--- config.mk ---
export PLATFORM = sky130hd
export DESIGN_NAME = xif_copro_writeback_flat
export DESIGN_NICKNAME = d
export VERILOG_FILES = /design/src/rtl/xif_copro_pkg.sv /design/src/rtl/xif_copro_writeback_if.sv /design/src/rtl/xif_copro_wb_fifo.sv /design/src/rtl/xif_copro_writeback.sv /design/src/flat_wrapper.sv
export SDC_FILE = /design/constraint.sdc
export NUM_CORES = 1
export LEC_CHECK = 0
export BUFFER_PORTS_ARGS = -buffer_cell sky130_fd_sc_hd__clkbuf_2
export CAP_MARGIN = 40
export CORE_MARGIN = 3
export CORE_UTILIZATION = 55
export DETAILED_ROUTE_END_ITERATION = 10
export HOLD_SLACK_MARGIN = 0.12
export PLACE_DENSITY_LB_ADDON = 0.08
export SLEW_MARGIN = 20
export SYNTH_ARGS = -nofsm -noshare
export SYNTH_HDL_FRONTEND = slang
export SYNTH_HIERARCHICAL = 1
export SYNTH_SLANG_ARGS = --single-unit
--- constraint.sdc ---
create_clock -name clk_i -period 5.25 [get_ports clk_i]
set_input_delay 0.7875 -clock clk_i [delete_from_list [all_inputs] [get_ports clk_i]]
set_output_delay 0.7875 -clock clk_i [all_outputs]
set_load 0.1 [all_outputs]
--- src/rtl/xif_copro_pkg.sv ---
// XIF coprocessor writeback: shared types, widths and helpers.
package xif_copro_pkg;

    localparam int REG_ADDR_WIDTH = 5;
    localparam int XIF_ID_WIDTH   = 4;
    localparam int XIF_DATA_WIDTH = 32;

    typedef struct packed {
        logic [XIF_ID_WIDTH-1:0]   id;
        logic [REG_ADDR_WIDTH-1:0] rd;
        logic [XIF_DATA_WIDTH-1:0] data;
        logic                      copro_we;
        logic                      core_we;
    } wb_entry_t;

    function automatic int rr_next(input int idx, input int n);
        return (idx + 1 >= n) ? 0 : idx + 1;
    endfunction

endpackage

--- src/rtl/xif_copro_writeback_if.sv ---
// Unit-side, core-side and register-file signals of the writeback stage.
interface xif_copro_writeback_if
    import xif_copro_pkg::*;
#(
    parameter int DATA_WIDTH = 32,
    parameter int ID_WIDTH   = 4,
    parameter int NUM_UNITS  = 2
);

    logic [NUM_UNITS-1:0]                     unit_valid_i;
    logic [NUM_UNITS-1:0]                     unit_ready_o;
    logic [NUM_UNITS-1:0][ID_WIDTH-1:0]       unit_id_i;
    logic [NUM_UNITS-1:0][REG_ADDR_WIDTH-1:0] unit_rd_i;
    logic [NUM_UNITS-1:0][DATA_WIDTH-1:0]     unit_data_i;
    logic [NUM_UNITS-1:0]                     unit_copro_we_i;
    logic [NUM_UNITS-1:0]                     unit_core_we_i;

    logic                      result_valid_o;
    logic                      result_ready_i;
    logic [ID_WIDTH-1:0]       result_id_o;
    logic [REG_ADDR_WIDTH-1:0] result_rd_o;
    logic [DATA_WIDTH-1:0]     result_data_o;
    logic                      result_we_o;

    logic                      rf_we_o;
    logic [REG_ADDR_WIDTH-1:0] rf_waddr_o;
    logic [DATA_WIDTH-1:0]     rf_wdata_o;
    logic                      busy_o;

    modport slave (
        input  unit_valid_i, unit_id_i, unit_rd_i, unit_data_i,
        input  unit_copro_we_i, unit_core_we_i, result_ready_i,
        output unit_ready_o, result_valid_o, result_id_o,
        output result_rd_o, result_data_o, result_we_o,
        output rf_we_o, rf_waddr_o, rf_wdata_o, busy_o
    );

    modport master (
        output unit_valid_i, unit_id_i, unit_rd_i, unit_data_i,
        output unit_copro_we_i, unit_core_we_i, result_ready_i,
        input  unit_ready_o, result_valid_o, result_id_o,
        input  result_rd_o, result_data_o, result_we_o,
        input  rf_we_o, rf_waddr_o, rf_wdata_o, busy_o
    );

endinterface

--- src/rtl/xif_copro_wb_fifo.sv ---
// In-order result buffer; pointers carry a wrap bit to tell full from empty.
module xif_copro_wb_fifo #(
    parameter int WIDTH = 8,
    parameter int DEPTH = 4
) (
    input  logic             clk_i,
    input  logic             rst_i,
    input  logic             push_i,
    input  logic [WIDTH-1:0] data_i,
    input  logic             pop_i,
    output logic [WIDTH-1:0] head_o,
    output logic             full_o,
    output logic             empty_o
);

    localparam int AW = $clog2(DEPTH);

    logic [AW:0]      wr_ptr;
    logic [AW:0]      rd_ptr;
    logic [WIDTH-1:0] mem [DEPTH];

    always_ff @(posedge clk_i) begin
        if (rst_i) begin
            wr_ptr <= '0;
            rd_ptr <= '0;
            for (int i = 0; i < DEPTH; i++) begin
                mem[i] <= '0;
            end
        end else begin
            if (push_i && !full_o) begin
                mem[wr_ptr[AW-1:0]] <= data_i;
                wr_ptr <= wr_ptr + (AW+1)'(1);
            end
            if (pop_i && !empty_o) begin
                rd_ptr <= rd_ptr + (AW+1)'(1);
            end
        end
    end

    assign full_o  = (wr_ptr[AW-1:0] == rd_ptr[AW-1:0])
                  && (wr_ptr[AW] != rd_ptr[AW]);
    assign empty_o = (wr_ptr == rd_ptr);
    assign head_o  = mem[rd_ptr[AW-1:0]];

endmodule

--- src/rtl/xif_copro_writeback.sv ---
// XIF coprocessor writeback: round-robin collect, in-order buffer,
// one result transaction plus matching register-file write per entry.
module xif_copro_writeback
    import xif_copro_pkg::*;
#(
    parameter int DATA_WIDTH = 32,
    parameter int ID_WIDTH   = 4,
    parameter int NUM_UNITS  = 2,
    parameter int FIFO_DEPTH = 4
) (
    input logic                    clk_i,
    input logic                    rst_i,
    xif_copro_writeback_if.slave   bus
);

    localparam int PW = (NUM_UNITS > 1) ? $clog2(NUM_UNITS) : 1;

    typedef struct packed {
        logic [ID_WIDTH-1:0]       id;
        logic [REG_ADDR_WIDTH-1:0] rd;
        logic [DATA_WIDTH-1:0]     data;
        logic                      copro_we;
        logic                      core_we;
    } entry_t;

    logic [PW-1:0]        rr_ptr;
    logic [PW-1:0]        gnt_idx;
    logic [NUM_UNITS-1:0] grant;
    logic                 full;
    logic                 empty;
    logic                 push;
    logic                 pop;
    entry_t               push_entry;
    entry_t               head;

    // Scan from the priority pointer; the full flag alone blocks a grant.
    always_comb begin
        int u;
        u       = 0;
        grant   = '0;
        gnt_idx = rr_ptr;
        if (!full) begin
            for (int k = 0; k < NUM_UNITS; k++) begin
                u = (int'(rr_ptr) + k) % NUM_UNITS;
                if (bus.unit_valid_i[u] && grant == '0) begin
                    grant[u] = 1'b1;
                    gnt_idx  = PW'(u);
                end
            end
        end
    end

    always_comb begin
        push_entry          = '0;
        push_entry.id       = bus.unit_id_i[gnt_idx];
        push_entry.rd       = bus.unit_rd_i[gnt_idx];
        push_entry.data     = bus.unit_data_i[gnt_idx];
        push_entry.copro_we = bus.unit_copro_we_i[gnt_idx];
        push_entry.core_we  = bus.unit_core_we_i[gnt_idx];
    end

    always_ff @(posedge clk_i) begin
        if (rst_i) begin
            rr_ptr <= '0;
        end else if (push) begin
            rr_ptr <= PW'(rr_next(int'(gnt_idx), NUM_UNITS));
        end
    end

    assign push = |grant;
    assign pop  = !empty && bus.result_ready_i;

    xif_copro_wb_fifo #(
        .WIDTH ($bits(entry_t)),
        .DEPTH (FIFO_DEPTH)
    ) u_fifo (
        .clk_i   (clk_i),
        .rst_i   (rst_i),
        .push_i  (push),
        .data_i  (push_entry),
        .pop_i   (pop),
        .head_o  (head),
        .full_o  (full),
        .empty_o (empty)
    );

    assign bus.unit_ready_o   = grant;

    assign bus.result_valid_o = !empty;
    assign bus.result_id_o    = head.id;
    assign bus.result_rd_o    = head.rd;
    assign bus.result_data_o  = head.data;
    assign bus.result_we_o    = head.core_we;

    // The register write rides on the result handshake, never ahead of it.
    assign bus.rf_we_o        = pop && head.copro_we;
    assign bus.rf_waddr_o     = head.rd;
    assign bus.rf_wdata_o     = head.data;

    assign bus.busy_o         = !empty;

endmodule

--- src/flat_wrapper.sv ---
// flat-port wrapper written by rule: the top's interface ports become plain ports
module xif_copro_writeback_flat import xif_copro_pkg::*;
#(
    parameter int DATA_WIDTH = 32,
    parameter int ID_WIDTH   = 4,
    parameter int NUM_UNITS  = 2,
    parameter int FIFO_DEPTH = 4
)
  (clk_i, rst_i, bus_unit_valid_i, bus_unit_id_i, bus_unit_rd_i, bus_unit_data_i, bus_unit_copro_we_i, bus_unit_core_we_i, bus_result_ready_i, bus_unit_ready_o, bus_result_valid_o, bus_result_id_o, bus_result_rd_o, bus_result_data_o, bus_result_we_o, bus_rf_we_o, bus_rf_waddr_o, bus_rf_wdata_o, bus_busy_o);
  xif_copro_writeback_if #(.DATA_WIDTH(DATA_WIDTH), .ID_WIDTH(ID_WIDTH), .NUM_UNITS(NUM_UNITS)) bus_i ();
  input logic clk_i;
  input logic rst_i;
  input wire logic [$bits(bus_i.unit_valid_i)-1:0] bus_unit_valid_i;
  input wire logic [$bits(bus_i.unit_id_i)-1:0] bus_unit_id_i;
  input wire logic [$bits(bus_i.unit_rd_i)-1:0] bus_unit_rd_i;
  input wire logic [$bits(bus_i.unit_data_i)-1:0] bus_unit_data_i;
  input wire logic [$bits(bus_i.unit_copro_we_i)-1:0] bus_unit_copro_we_i;
  input wire logic [$bits(bus_i.unit_core_we_i)-1:0] bus_unit_core_we_i;
  input wire logic [$bits(bus_i.result_ready_i)-1:0] bus_result_ready_i;
  output wire logic [$bits(bus_i.unit_ready_o)-1:0] bus_unit_ready_o;
  output wire logic [$bits(bus_i.result_valid_o)-1:0] bus_result_valid_o;
  output wire logic [$bits(bus_i.result_id_o)-1:0] bus_result_id_o;
  output wire logic [$bits(bus_i.result_rd_o)-1:0] bus_result_rd_o;
  output wire logic [$bits(bus_i.result_data_o)-1:0] bus_result_data_o;
  output wire logic [$bits(bus_i.result_we_o)-1:0] bus_result_we_o;
  output wire logic [$bits(bus_i.rf_we_o)-1:0] bus_rf_we_o;
  output wire logic [$bits(bus_i.rf_waddr_o)-1:0] bus_rf_waddr_o;
  output wire logic [$bits(bus_i.rf_wdata_o)-1:0] bus_rf_wdata_o;
  output wire logic [$bits(bus_i.busy_o)-1:0] bus_busy_o;
  assign bus_i.unit_valid_i = bus_unit_valid_i;
  assign bus_i.unit_id_i = bus_unit_id_i;
  assign bus_i.unit_rd_i = bus_unit_rd_i;
  assign bus_i.unit_data_i = bus_unit_data_i;
  assign bus_i.unit_copro_we_i = bus_unit_copro_we_i;
  assign bus_i.unit_core_we_i = bus_unit_core_we_i;
  assign bus_i.result_ready_i = bus_result_ready_i;
  assign bus_unit_ready_o = bus_i.unit_ready_o;
  assign bus_result_valid_o = bus_i.result_valid_o;
  assign bus_result_id_o = bus_i.result_id_o;
  assign bus_result_rd_o = bus_i.result_rd_o;
  assign bus_result_data_o = bus_i.result_data_o;
  assign bus_result_we_o = bus_i.result_we_o;
  assign bus_rf_we_o = bus_i.rf_we_o;
  assign bus_rf_waddr_o = bus_i.rf_waddr_o;
  assign bus_rf_wdata_o = bus_i.rf_wdata_o;
  assign bus_busy_o = bus_i.busy_o;
  xif_copro_writeback #(.DATA_WIDTH(DATA_WIDTH), .ID_WIDTH(ID_WIDTH), .NUM_UNITS(NUM_UNITS), .FIFO_DEPTH(FIFO_DEPTH)) u_core (.clk_i(clk_i), .rst_i(rst_i), .bus(bus_i));
endmodule
==> flow_metrics.env, run 1 <==
export IMPL_synth_edff_count=172
export IMPL_root_buffer="clkbuf_16"
export IMPL_clk_pin_slew_worst_paths_ns=0.07
export IMPL_critical_path_top_delay_family="buffers and inverters"
export IMPL_yosysMostFrequentCell="nor2_1"
export IMPL_synth_flop_cell="edfxtp_1"
export IMPL_ant_nets=0
export IMPL_htreeDepth=4
export IMPL_timing_final_crit_share_pct=75.2
export IMPL_die_w_um=137
export IMPL_post_cts_repair_setup_buffers=0
export IMPL_clk_latency_ns=0.42
export IMPL_end_kind="output pin"
export IMPL_synth_cell_types=44
export IMPL_initial_core_util_pct=56.7
export IMPL_yosys_warnings=6
export IMPL_grt_util_met2_pct=46.2
export IMPL_io_pins=175
export IMPL_fmax_ghz=0.253
export IMPL_area_delta_synth_final_pct=13.7
export IMPL_worst_pin_slew_ns=0.711
export IMPL_async_flop_share_pct=0
export IMPL_portBuffers=174
export IMPL_die_area_um2=18800
export IMPL_gr_usage_met1_pct=34.5
export IMPL_drt_total_wl_um=24000
export IMPL_placed_cell_area_um2=10100
export IMPL_final_cells=1130
export IMPL_dp_hpwl_um=15200
export IMPL_worst_clock_skew_ns=0.0104
export IMPL_antenna_found_initial=0
export IMPL_dpl_cell_count=1096
export IMPL_fin_tns_setup_ns=0
export IMPL_cp_start_kind="flip-flop"
export IMPL_crit_type="reg2out"
export IMPL_worstPathRequired_ns=4.46
export IMPL_postCtsHoldBufs=0
export IMPL_worstPathArrival_ns=3.16
export IMPL_fin_nets=990
export IMPL_cts_sinks=181
export IMPL_crit_chain="xnor2_1, nand3_2, clkinv_2, nor2b_4, a21boi_0, clkbuf_2"
export IMPL_synth_area_leaders="edfxtp_1 (55%), mux4_2 (10%), nor2_1 (7.0%)"
export IMPL_core_rowCount=47
export IMPL_min_path_type="reg2reg"
export IMPL_vias=6711
export IMPL_synth_top_cell_area_share_pct=54.6
export IMPL_grt_max_degree=48
export IMPL_slowest_delay_ns=0.63
export IMPL_cts_tree="yes"
export IMPL_grt_util_met3_pct=4.38
export IMPL_min_period_ns=3.95
export IMPL_overflow=0
export IMPL_syn_inst=793
export IMPL_core_area_um2=16700
export IMPL_drt_iter0_markers=580
export IMPL_synth_seq_cells=181
export IMPL_status="finished clean"
export IMPL_rsz0062_at_grt="false"
export IMPL_synth_top_area_cell="edfxtp_1"
export IMPL_routabilityCongestion=0.822
export IMPL_grt_pass1_vias=6643
export IMPL_ys_seq_area_share_pct=56.5
export IMPL_drc_errors=0
export IMPL_max_cap_violations=0
export IMPL_postSynthNetCount=886
export IMPL_drive_above_1_share_pct=31.4
export IMPL_viasPerCell=5.94
export IMPL_cts_resized=0
export IMPL_cp_slowest_cell="dfxtp_1"
export IMPL_first_pass_iters=5
export IMPL_hold_viol=0
export IMPL_gr_max_usage_layer="met2"
export IMPL_synth_commonest_cells="nor2_1 (176), edfxtp_1 (172), a31oi_1 (47), inv_1 (47), nand2_1 (47)"
export IMPL_final_cell_area_um2=10800
export IMPL_cts_made_buffers=17
export IMPL_post_route_util_pct=64.4
export IMPL_syn_area_um2=9460
export IMPL_avgSynthCellArea_um2=11.9
export IMPL_grt_total_usage_pct=26.1
export IMPL_clockBufferDepth=2
export IMPL_antenna_cells=0
export IMPL_grt_pass1_wl_um=36500
export IMPL_setup_violations=0
export IMPL_die_y_um=137
export IMPL_cp_max_fo=23
export IMPL_path_buf_inv=2
export IMPL_relSlewSlack_pct=52.6
export IMPL_slew_violations=0
export IMPL_final_fill_count=1306
export IMPL_routedWlPerCell_um=21.3
==> sequential cells by signal, indices dropped and copies added (netlist names), named ones only <==
register,count
u_core/rr_ptr,1
u_core/u_fifo/rd_ptr,3
u_core/u_fifo/wr_ptr,3
u_core/u_fifo/mem,172
==> cell type report <==
cell class	count	area (µm²)	share of cell area, %
Clock inverter	11	85.1	0.791
Timing Repair Buffer	190	1100	10.2
Clock buffer	21	493	4.58
Tap cell	220	275	2.56
Sequential cell	181	5350	49.7
Inverter	48	181	1.69
Multi-Input combinational cell	459	3280	30.5
==> worst min-delay path: cells and delay by family, from the launching register on <==
| family | cells | cell delay [ns] |
|---|---|---|
| flip-flops | 1 | 0.39 |
| AND/OR/NAND/NOR | 1 | 0.09 |
| AO/OA/AOI/OAI | 1 | 0.07 |
==> stage by stage <==
stage                     hold slack [ns]  worst slack (ns)
after floorplan                     0.539             0.702
after global placement              0.556              1.53
after detailed placement            0.582              1.41
after CTS                           0.594              1.34
after global routing                0.605              1.14
final                               0.594              1.30
==> cell families after synthesis <==
family,count (synthesis),synth area share [%]
XOR/XNOR,6,0.793
AO/OA/AOI/OAI,112,8.91
flip-flops,181,56.5
adder cells (fa/ha/maj),2,0.264
buffers and inverters,153,9.31
AND/OR/NAND/NOR,295,13.9
multiplexers,44,10.4
==> cell usage in the layout, fill, tap and decap left out, types with 5 or more instances in the layout <==
| master | n |
|---|---|
| mux4_2 | 43 |
| inv_6 | 5 |
| inv_1 | 47 |
| o32ai_1 | 43 |
| clkbuf_2 | 174 |
| a31oi_1 | 47 |
| edfxtp_1 | 172 |
| nand2_1 | 47 |
| nor2_1 | 176 |
| nor2b_1 | 5 |
| dfxtp_1 | 6 |
| clkbuf_16 | 19 |
| buf_4 | 10 |
| or2b_1 | 12 |
| nand2b_1 | 34 |
==> path summary, 6_finish.rpt <==
check,slack (ns),from,to,depth (start not counted)
max,1.30,u_core/u_fifo/wr_ptr[1],bus_unit_ready_o[1],6
min,0.59,u_core/u_fifo/wr_ptr[2],u_core/u_fifo/wr_ptr[2],2
max reg2reg,1.52,u_core/u_fifo/wr_ptr[1],u_core/u_fifo/mem[2][6],6
min reg2reg,0.59,u_core/u_fifo/wr_ptr[2],u_core/u_fifo/wr_ptr[2],2
==> metal layers <==
metal	vias up	part of all wire [%]	routed length, µm
met5	-	0	0
met4	0	0.72	172
met3	14	7.7	1860
met2	322	53	12600
met1	3331	39	9340
li1	3044	-	-
Power of run 1 is left out: the tool's default activity adds up to more than one toggle a clock period on the data nets, which glitch-free logic cannot reach.
==> inputs of run 2 (changes only) <==
--- a/config.mk
+++ b/config.mk
@@ -5,6 +5,7 @@
 export SDC_FILE = /design/constraint.sdc
 export NUM_CORES = 1
 export LEC_CHECK = 0
+export ABC_AREA = 1
 export BUFFER_PORTS_ARGS = -buffer_cell sky130_fd_sc_hd__clkbuf_2
 export CAP_MARGIN = 40
 export CORE_MARGIN = 3
==> constraint.sdc (replaced) <==
create_clock -name clk_i -period 3.8 [get_ports clk_i]
set_input_delay 0.57 -clock clk_i [delete_from_list [all_inputs] [get_ports clk_i]]
set_output_delay 0.57 -clock clk_i [all_outputs]
set_load 0.1 [all_outputs]
==> flow_metrics.env, run 2 <==
export IMPL_worst_clock_skew_ns=0.00723
export IMPL_synth_commonest_cells="edfxtp_1 (172), nor2_1 (136), nand2_1 (106)"
export IMPL_final_cell_mix="edfxtp_1 (172), nor2_1 (135), nand2_1 (106), clkbuf_2 (92), o21ai_0 (90)"
export IMPL_grt_pass1_vias=7336
export IMPL_first_pass_iters=5
export IMPL_post_route_util_pct=71.8
export IMPL_worstPathArrival_ns=2.55
export IMPL_min_path_cells=2
export IMPL_overflow=0
export IMPL_ant_nets=0
export IMPL_r2r_setup_slack_ns=0.69
export IMPL_final_cells=1264
export IMPL_p_leak_nw=4.84
export IMPL_clk_latency_ns=0.43
export IMPL_power_density_nw_per_um2=876
export IMPL_synth_top_area_cell="edfxtp_1"
export IMPL_grt_total_usage_pct=26.6
export IMPL_cts_sinks=181
export IMPL_postCtsHoldBufs=0
export IMPL_ff2ff_path_depth=11
export IMPL_relSlewSlack_pct=45.3
export IMPL_largest_reg_flops=172
export IMPL_drt_total_wl_um=24500
export IMPL_min_period_ns=3.12
export IMPL_clk_pin_slew_worst_paths_ns=0.06
export IMPL_die_area_um2=18800
export IMPL_die_y_um=137
export IMPL_syn_inst=924
export IMPL_synth_cell_types=26
export IMPL_max_cap_violations=0
export IMPL_layout_commonest_cell="edfxtp_1"
export IMPL_routedWlPerCell_um=19.4
export IMPL_avgSynthCellArea_um2=10.2
export IMPL_syn_area_um2=9470
export IMPL_yosys_warnings=6
export IMPL_cts_resized=0
export IMPL_core_rowCount=47
export IMPL_synth_area_leaders="edfxtp_1 (55%), nor3_2 (9.4%), nor2_1 (5.4%)"
export IMPL_portBuffers=174
export IMPL_ys_seq_area_share_pct=56.4
export IMPL_rsz0062_at_grt="false"
export IMPL_htreeDepth=4
export IMPL_antenna_cells=0
export IMPL_cts_made_buffers=17
export IMPL_dpl_cell_count=1231
export IMPL_fin_tns_setup_ns=0
export IMPL_vias=7288
export IMPL_synth_seq_cells=181
export IMPL_viasPerCell=5.77
export IMPL_async_flop_share_pct=0
export IMPL_holdCritStartpoint="rst_i"
export IMPL_hold_path_endpoint="u_core/u_fifo/rd_ptr[2]"
export IMPL_rr_endpoint="u_core/u_fifo/mem[2][38]"
export IMPL_postSynthNetCount=1017
export IMPL_synth_edff_count=172
export IMPL_initial_core_util_pct=56.7
export IMPL_status="finished clean"
export IMPL_fin_nets=1125
export IMPL_drc_errors=0
export IMPL_io_pins=175
export IMPL_grt_max_degree=87
export IMPL_clockBufferDepth=2
export IMPL_worstPathRequired_ns=3.23
export IMPL_drt_iter0_markers=914
export IMPL_max_vdd_ir_drop_mv=0.548
export IMPL_routabilityCongestion=0.803
export IMPL_cp_start_kind="flip-flop"
export IMPL_yosysMostFrequentCell="edfxtp_1"
export IMPL_end_kind="output pin"
export IMPL_root_buffer="clkbuf_16"
export IMPL_worst_pin_slew_ns=0.821
export IMPL_post_cts_repair_setup_buffers=0
export IMPL_cp_max_fo=46
export IMPL_area_delta_synth_final_pct=26.6
export IMPL_core_area_um2=16700
export IMPL_power_mw=10.5
export IMPL_hold_viol=0
export IMPL_setup_violations=0
export IMPL_cts_tree="yes"
export IMPL_antenna_found_initial=0
export IMPL_die_w_um=137
export IMPL_slew_violations=0
export IMPL_whs_ns=0.377
export IMPL_r2r_start="u_core/u_fifo/wr_ptr[1]"
export IMPL_timing_final_crit_share_pct=82.0
export IMPL_reg_top3="u_core/u_fifo/mem: 172 flops, u_core/u_fifo/rd_ptr: 3 flops, u_core/u_fifo/wr_ptr: 3 flops"
export IMPL_synth_top_cell_area_share_pct=54.5
export IMPL_synth_flop_cell="edfxtp_1"
export IMPL_grt_pass1_wl_um=38100
export IMPL_min_path_type="in2reg"
export IMPL_drive_above_1_share_pct=32.4
export IMPL_regMostFlops="u_core/u_fifo/mem"
export IMPL_dp_hpwl_um=14500
export IMPL_fmax_ghz=0.321
export IMPL_crit_type="reg2out"
## run 2: changes by cell type after synthesis, sizes merged, moves of 14 or more
cell    delta
nand2b    -35
mux4      -43
o22ai     +43
inv       +14
o32ai     -43
nand2     +64
o21ai     +87
nor3     +128
nor2      -40
nand3     +44
a31oi     -47
## run 2: layout make-up
type | instances | area, µm²
flip-flops and latches | 181 | 5350
fillers | 1219 | 4710
multi-input cells | 573 | 3210
repair buffers | 198 | 2330
clock buffers | 17 | 425
well taps | 220 | 275
inverters | 61 | 229
clock inverters | 14 | 175
## run 2: how the worst max path moves through the flow
stage                                 start                        to  slack, ns  depth (start not counted)
floorplan                         flip-flop         bus_rf_waddr_o[0]       0.29                          5
global placement    u_core/u_fifo/wr_ptr[1]  u_core/u_fifo/mem[2][28]       0.81                         11
detailed placement  u_core/u_fifo/wr_ptr[1]  u_core/u_fifo/mem[3][35]       0.72                         11
CTS                 u_core/u_fifo/wr_ptr[1]  u_core/u_fifo/mem[3][31]       0.70                         11
global route        u_core/u_fifo/wr_ptr[1]  u_core/u_fifo/mem[3][36]       0.52                         11
finish              u_core/u_fifo/wr_ptr[1]       bus_unit_ready_o[0]       0.68                          9
## run 2: through the flow
stage	area, µm²	setup WS, ns
2_1_floorplan	9480	0.288
3_3_place_gp	11300	0.812
3_5_place_dp	11300	0.722
4_1_cts	11900	0.700
5_1_grt	12000	0.523
6_report	12000	0.683
## run 2: where the power goes
part | leakage (nW) | total, mW | switching [mW] | internal [mW]
sequential | 1.86 | 2.54 | 0.0766 | 2.47
clock | 0.289 | 1.80 | 0.763 | 1.04
combinational | 2.70 | 6.15 | 4.34 | 1.81
## run 2: per-layer routing
metal,vias to the layer above,share of wire [%],track usage [%]
li1,3388,-,-
met1,3500,39,34.1
met2,369,52,45.8
met3,31,8.5,4.89
met4,0,1.3,8.54
met5,-,0,0
## run 2: cell families (layout without fill, tap and decap cells)
| logic type | Yosys count | after routing | synth area share (%) |
|---|---|---|---|
| adder cells (fa/ha/maj) | 2 | 2 | 0.264 |
| buffers and inverters | 170 | 290 | 10.0 |
| flip-flops | 181 | 181 | 56.4 |
| AND/OR/NAND/NOR | 429 | 429 | 25.0 |
| XOR/XNOR | 2 | 2 | 0.185 |
| AO/OA/AOI/OAI | 140 | 140 | 8.05 |
## run 2: worst max-delay path, cell delays in order, from the launching register on
cell and delay (ns):
dfxtp_2 0.59, inv_2 0.06, nand2_1 0.09, nand2_2 0.07, nand3_4 0.12, inv_1 0.07, inv_2 0.10, nand3_4 0.51
inv_1 0.29, buf_12 0.20
No activity file was read; power rests on OpenSTA's default activity.
==> inputs of run 3 (changes only) <==
--- a/config.mk
+++ b/config.mk
@@ -9,7 +9,7 @@
 export BUFFER_PORTS_ARGS = -buffer_cell sky130_fd_sc_hd__clkbuf_2
 export CAP_MARGIN = 40
 export CORE_MARGIN = 3
-export CORE_UTILIZATION = 55
+export CORE_UTILIZATION = 51
 export DETAILED_ROUTE_END_ITERATION = 10
 export HOLD_SLACK_MARGIN = 0.12
 export PLACE_DENSITY_LB_ADDON = 0.08
==> constraint.sdc (replaced) <==
create_clock -name clk_i -period 2.67 [get_ports clk_i]
set_input_delay 0.4005 -clock clk_i [delete_from_list [all_inputs] [get_ports clk_i]]
set_output_delay 0.4005 -clock clk_i [all_outputs]
set_load 0.1 [all_outputs]
==> flow_metrics.env, run 3 (synthesis results as in run 2) <==
export IMPL_fin_nets=1125
export IMPL_whs_ns=0.199
export IMPL_antenna_found_initial=0
export IMPL_power_density_nw_per_um2=1220
export IMPL_portBuffers=174
export IMPL_final_cell_area_um2=12600
export IMPL_vias=7159
export IMPL_p_seq_share_pct=23.5
export IMPL_die_y_um=142
export IMPL_r2r_start="u_core/u_fifo/wr_ptr[2]"
export IMPL_initial_core_util_pct=52.4
export IMPL_die_w_um=142
export IMPL_clk_latency_ns=0.42
export IMPL_max_cap_violations=0
export IMPL_rr_endpoint="u_core/u_fifo/mem[1][24]"
export IMPL_antenna_cells=0
export IMPL_die_area_um2=20200
export IMPL_viasPerCell=5.62
export IMPL_clockBufferDepth=2
export IMPL_setup_violations=0
export IMPL_final_cell_mix="edfxtp_1 (172), nor2_1 (135), nand2_1 (105), buf_12 (93)"
export IMPL_hold_viol=0
export IMPL_first_pass_iters=5
export IMPL_post_cts_repair_setup_buffers=0
export IMPL_drive_above_1_share_pct=36.7
export IMPL_placed_cell_area_um2=12000
export IMPL_crit_chain="buf_4, o21ai_0, o22ai_1, and3_2, buf_12"
export IMPL_max_vdd_ir_drop_mv=0.911
export IMPL_min_path_cells=2
export IMPL_dp_hpwl_um=14400
export IMPL_pwr_share_comb_pct=60.8
export IMPL_layout_commonest_cell="edfxtp_1"
export IMPL_multi_input_area_um2=3740
export IMPL_largest_reg_flops=172
export IMPL_p_sw_share_pct=49.4
export IMPL_grt_total_usage_pct=24.3
export IMPL_p_leak_nw=4.94
export IMPL_slew_violations=0
export IMPL_ant_nets=0
export IMPL_final_fill_count=1273
export IMPL_postCtsHoldBufs=0
export IMPL_core_area_um2=18100
export IMPL_crit_type="reg2out"
export IMPL_p_switching_mw=7.62
export IMPL_end_kind="output pin"
export IMPL_status="finished clean"
export IMPL_io_pins=175
export IMPL_register_area_um2=5350
export IMPL_worst_clock_skew_ns=0.00704
export IMPL_grt_max_degree=87
export IMPL_overflow=0
export IMPL_hold_path_endpoint="u_core/rr_ptr"
export IMPL_cp_max_fo=43
export IMPL_core_rowCount=49
export IMPL_worst_pin_slew_ns=0.816
export IMPL_min_path_type="in2reg"
export IMPL_htreeDepth=4
export IMPL_post_route_util_pct=69.7
export IMPL_slowest_delay_ns=0.46
export IMPL_min_period_ns=2.57
export IMPL_routabilityCongestion=0.753
export IMPL_drt_iter0_markers=570
export IMPL_timing_final_crit_share_pct=96.3
export IMPL_cts_sinks=181
export IMPL_routedWlPerCell_um=19.0
export IMPL_root_buffer="clkbuf_16"
export IMPL_p_int_mw=7.82
export IMPL_worstPathRequired_ns=2.27
export IMPL_area_delta_synth_final_pct=33.2
export IMPL_holdCritStartpoint="rst_i"
export IMPL_regMostFlops="u_core/u_fifo/mem"
export IMPL_cp_start_kind="flip-flop"
export IMPL_relSlewSlack_pct=45.6
export IMPL_grt_pass1_wl_um=38400
export IMPL_cts_tree="yes"
export IMPL_reg_top3="u_core/u_fifo/mem: 172 flops, u_core/u_fifo/rd_ptr: 3 flops, u_core/u_fifo/wr_ptr: 3 flops"
export IMPL_cts_made_buffers=17
export IMPL_clk_pin_slew_worst_paths_ns=0.06
export IMPL_fmax_ghz=0.389
export IMPL_rsz0062_at_grt="false"
export IMPL_drt_total_wl_um=24300
export IMPL_drc_errors=0
export IMPL_worstPathArrival_ns=2.17
export IMPL_grt_pass1_vias=7182
export IMPL_r2r_setup_slack_ns=0.31
export IMPL_clkPwrFrac_pct=15.7
export IMPL_cp_slowest_cell="buf_4"
export IMPL_ff2ff_path_depth=13
[run 3: cell types whose count changed in the layout (fill, tap and decap cells not counted), moves of 3 or more]
| cell | change |
|---|---|
| buf_4 | -6 |
| clkinv_2 | +3 |
| o22ai_4 | +36 |
| o22ai_1 | -40 |
| clkbuf_1 | +3 |
| buf_12 | +9 |
| o22ai_2 | +4 |
| clkinvlp_4 | +4 |
| inv_6 | -3 |
[run 3: power by group through the flow]
stage	clock (mW)	combinational, mW	sequential (mW)
floorplan	0	6.59	3.64
global placement	0	9.36	3.68
detailed placement	0	9.40	3.69
CTS	2.45	9.42	3.63
global route	2.57	9.69	3.66
finish	2.43	9.39	3.63
[run 3: worst max-delay path: cells and delay by family, from the launching register on]
kind | cells | cell delay (ns)
compound gates | 2 | 0.48
flops | 1 | 0.35
simple gates | 1 | 0.26
buf+inv | 2 | 0.63
[run 3: how the worst max path moves through the flow]
stage,startpoint,depth (start not counted),endpoint,slack (ns)
floorplan,u_core/u_fifo/wr_ptr[1],13,u_core/u_fifo/mem[0][0],-0.008
global placement,u_core/u_fifo/rd_ptr[2],13,u_core/u_fifo/mem[1][18],0.37
detailed placement,u_core/u_fifo/wr_ptr[2],13,u_core/u_fifo/mem[1][18],0.32
CTS,flip-flop,5,bus_rf_waddr_o[2],0.03
global route,flip-flop,4,bus_result_id_o[1],0.03
finish,flip-flop,5,bus_rf_we_o,0.1
[run 3: timing repair]
action	in CTS	in global routing
endpoints found under the setup margin	0	40
endpoints found under the hold margin	0	0
resized for setup	0	1
[run 3: through the flow]
| stage | power [mW] | setup TNS [ns] | setup slack [ns] | std cells |
|---|---|---|---|---|
| 2_1_floorplan | 10.2 | -0.352 | -0.00819 | 924 |
| 3_3_place_gp | 13.0 | 0 | 0.371 | 1241 |
| 3_5_place_dp | 13.1 | 0 | 0.315 | 1241 |
| 4_1_cts | 15.5 | 0 | 0.0348 | 1273 |
| 5_1_grt | 15.9 | 0 | 0.0339 | 1274 |
| 6_report | 15.4 | 0 | 0.0976 | 1274 |
[run 3: metal layers]
metal | part of all wire, % | GRT usage (%) | vias up
li1 | - | - | 3382
met1 | 43 | 32.8 | 3478
met2 | 50 | 41.3 | 276
met3 | 6.0 | 3.60 | 23
met4 | 1.2 | 6.97 | 0
met5 | 0 | 0 | -
[run 3: area by class of cell]
type                    count  area share (%)
inverters                  61            1.88
clock buffers              20            3.46
well taps                 229            2.27
flip-flops and latches    181            42.5
clock inverters            12            1.03
repair buffers            198            19.2
multi-input cells         573            29.7
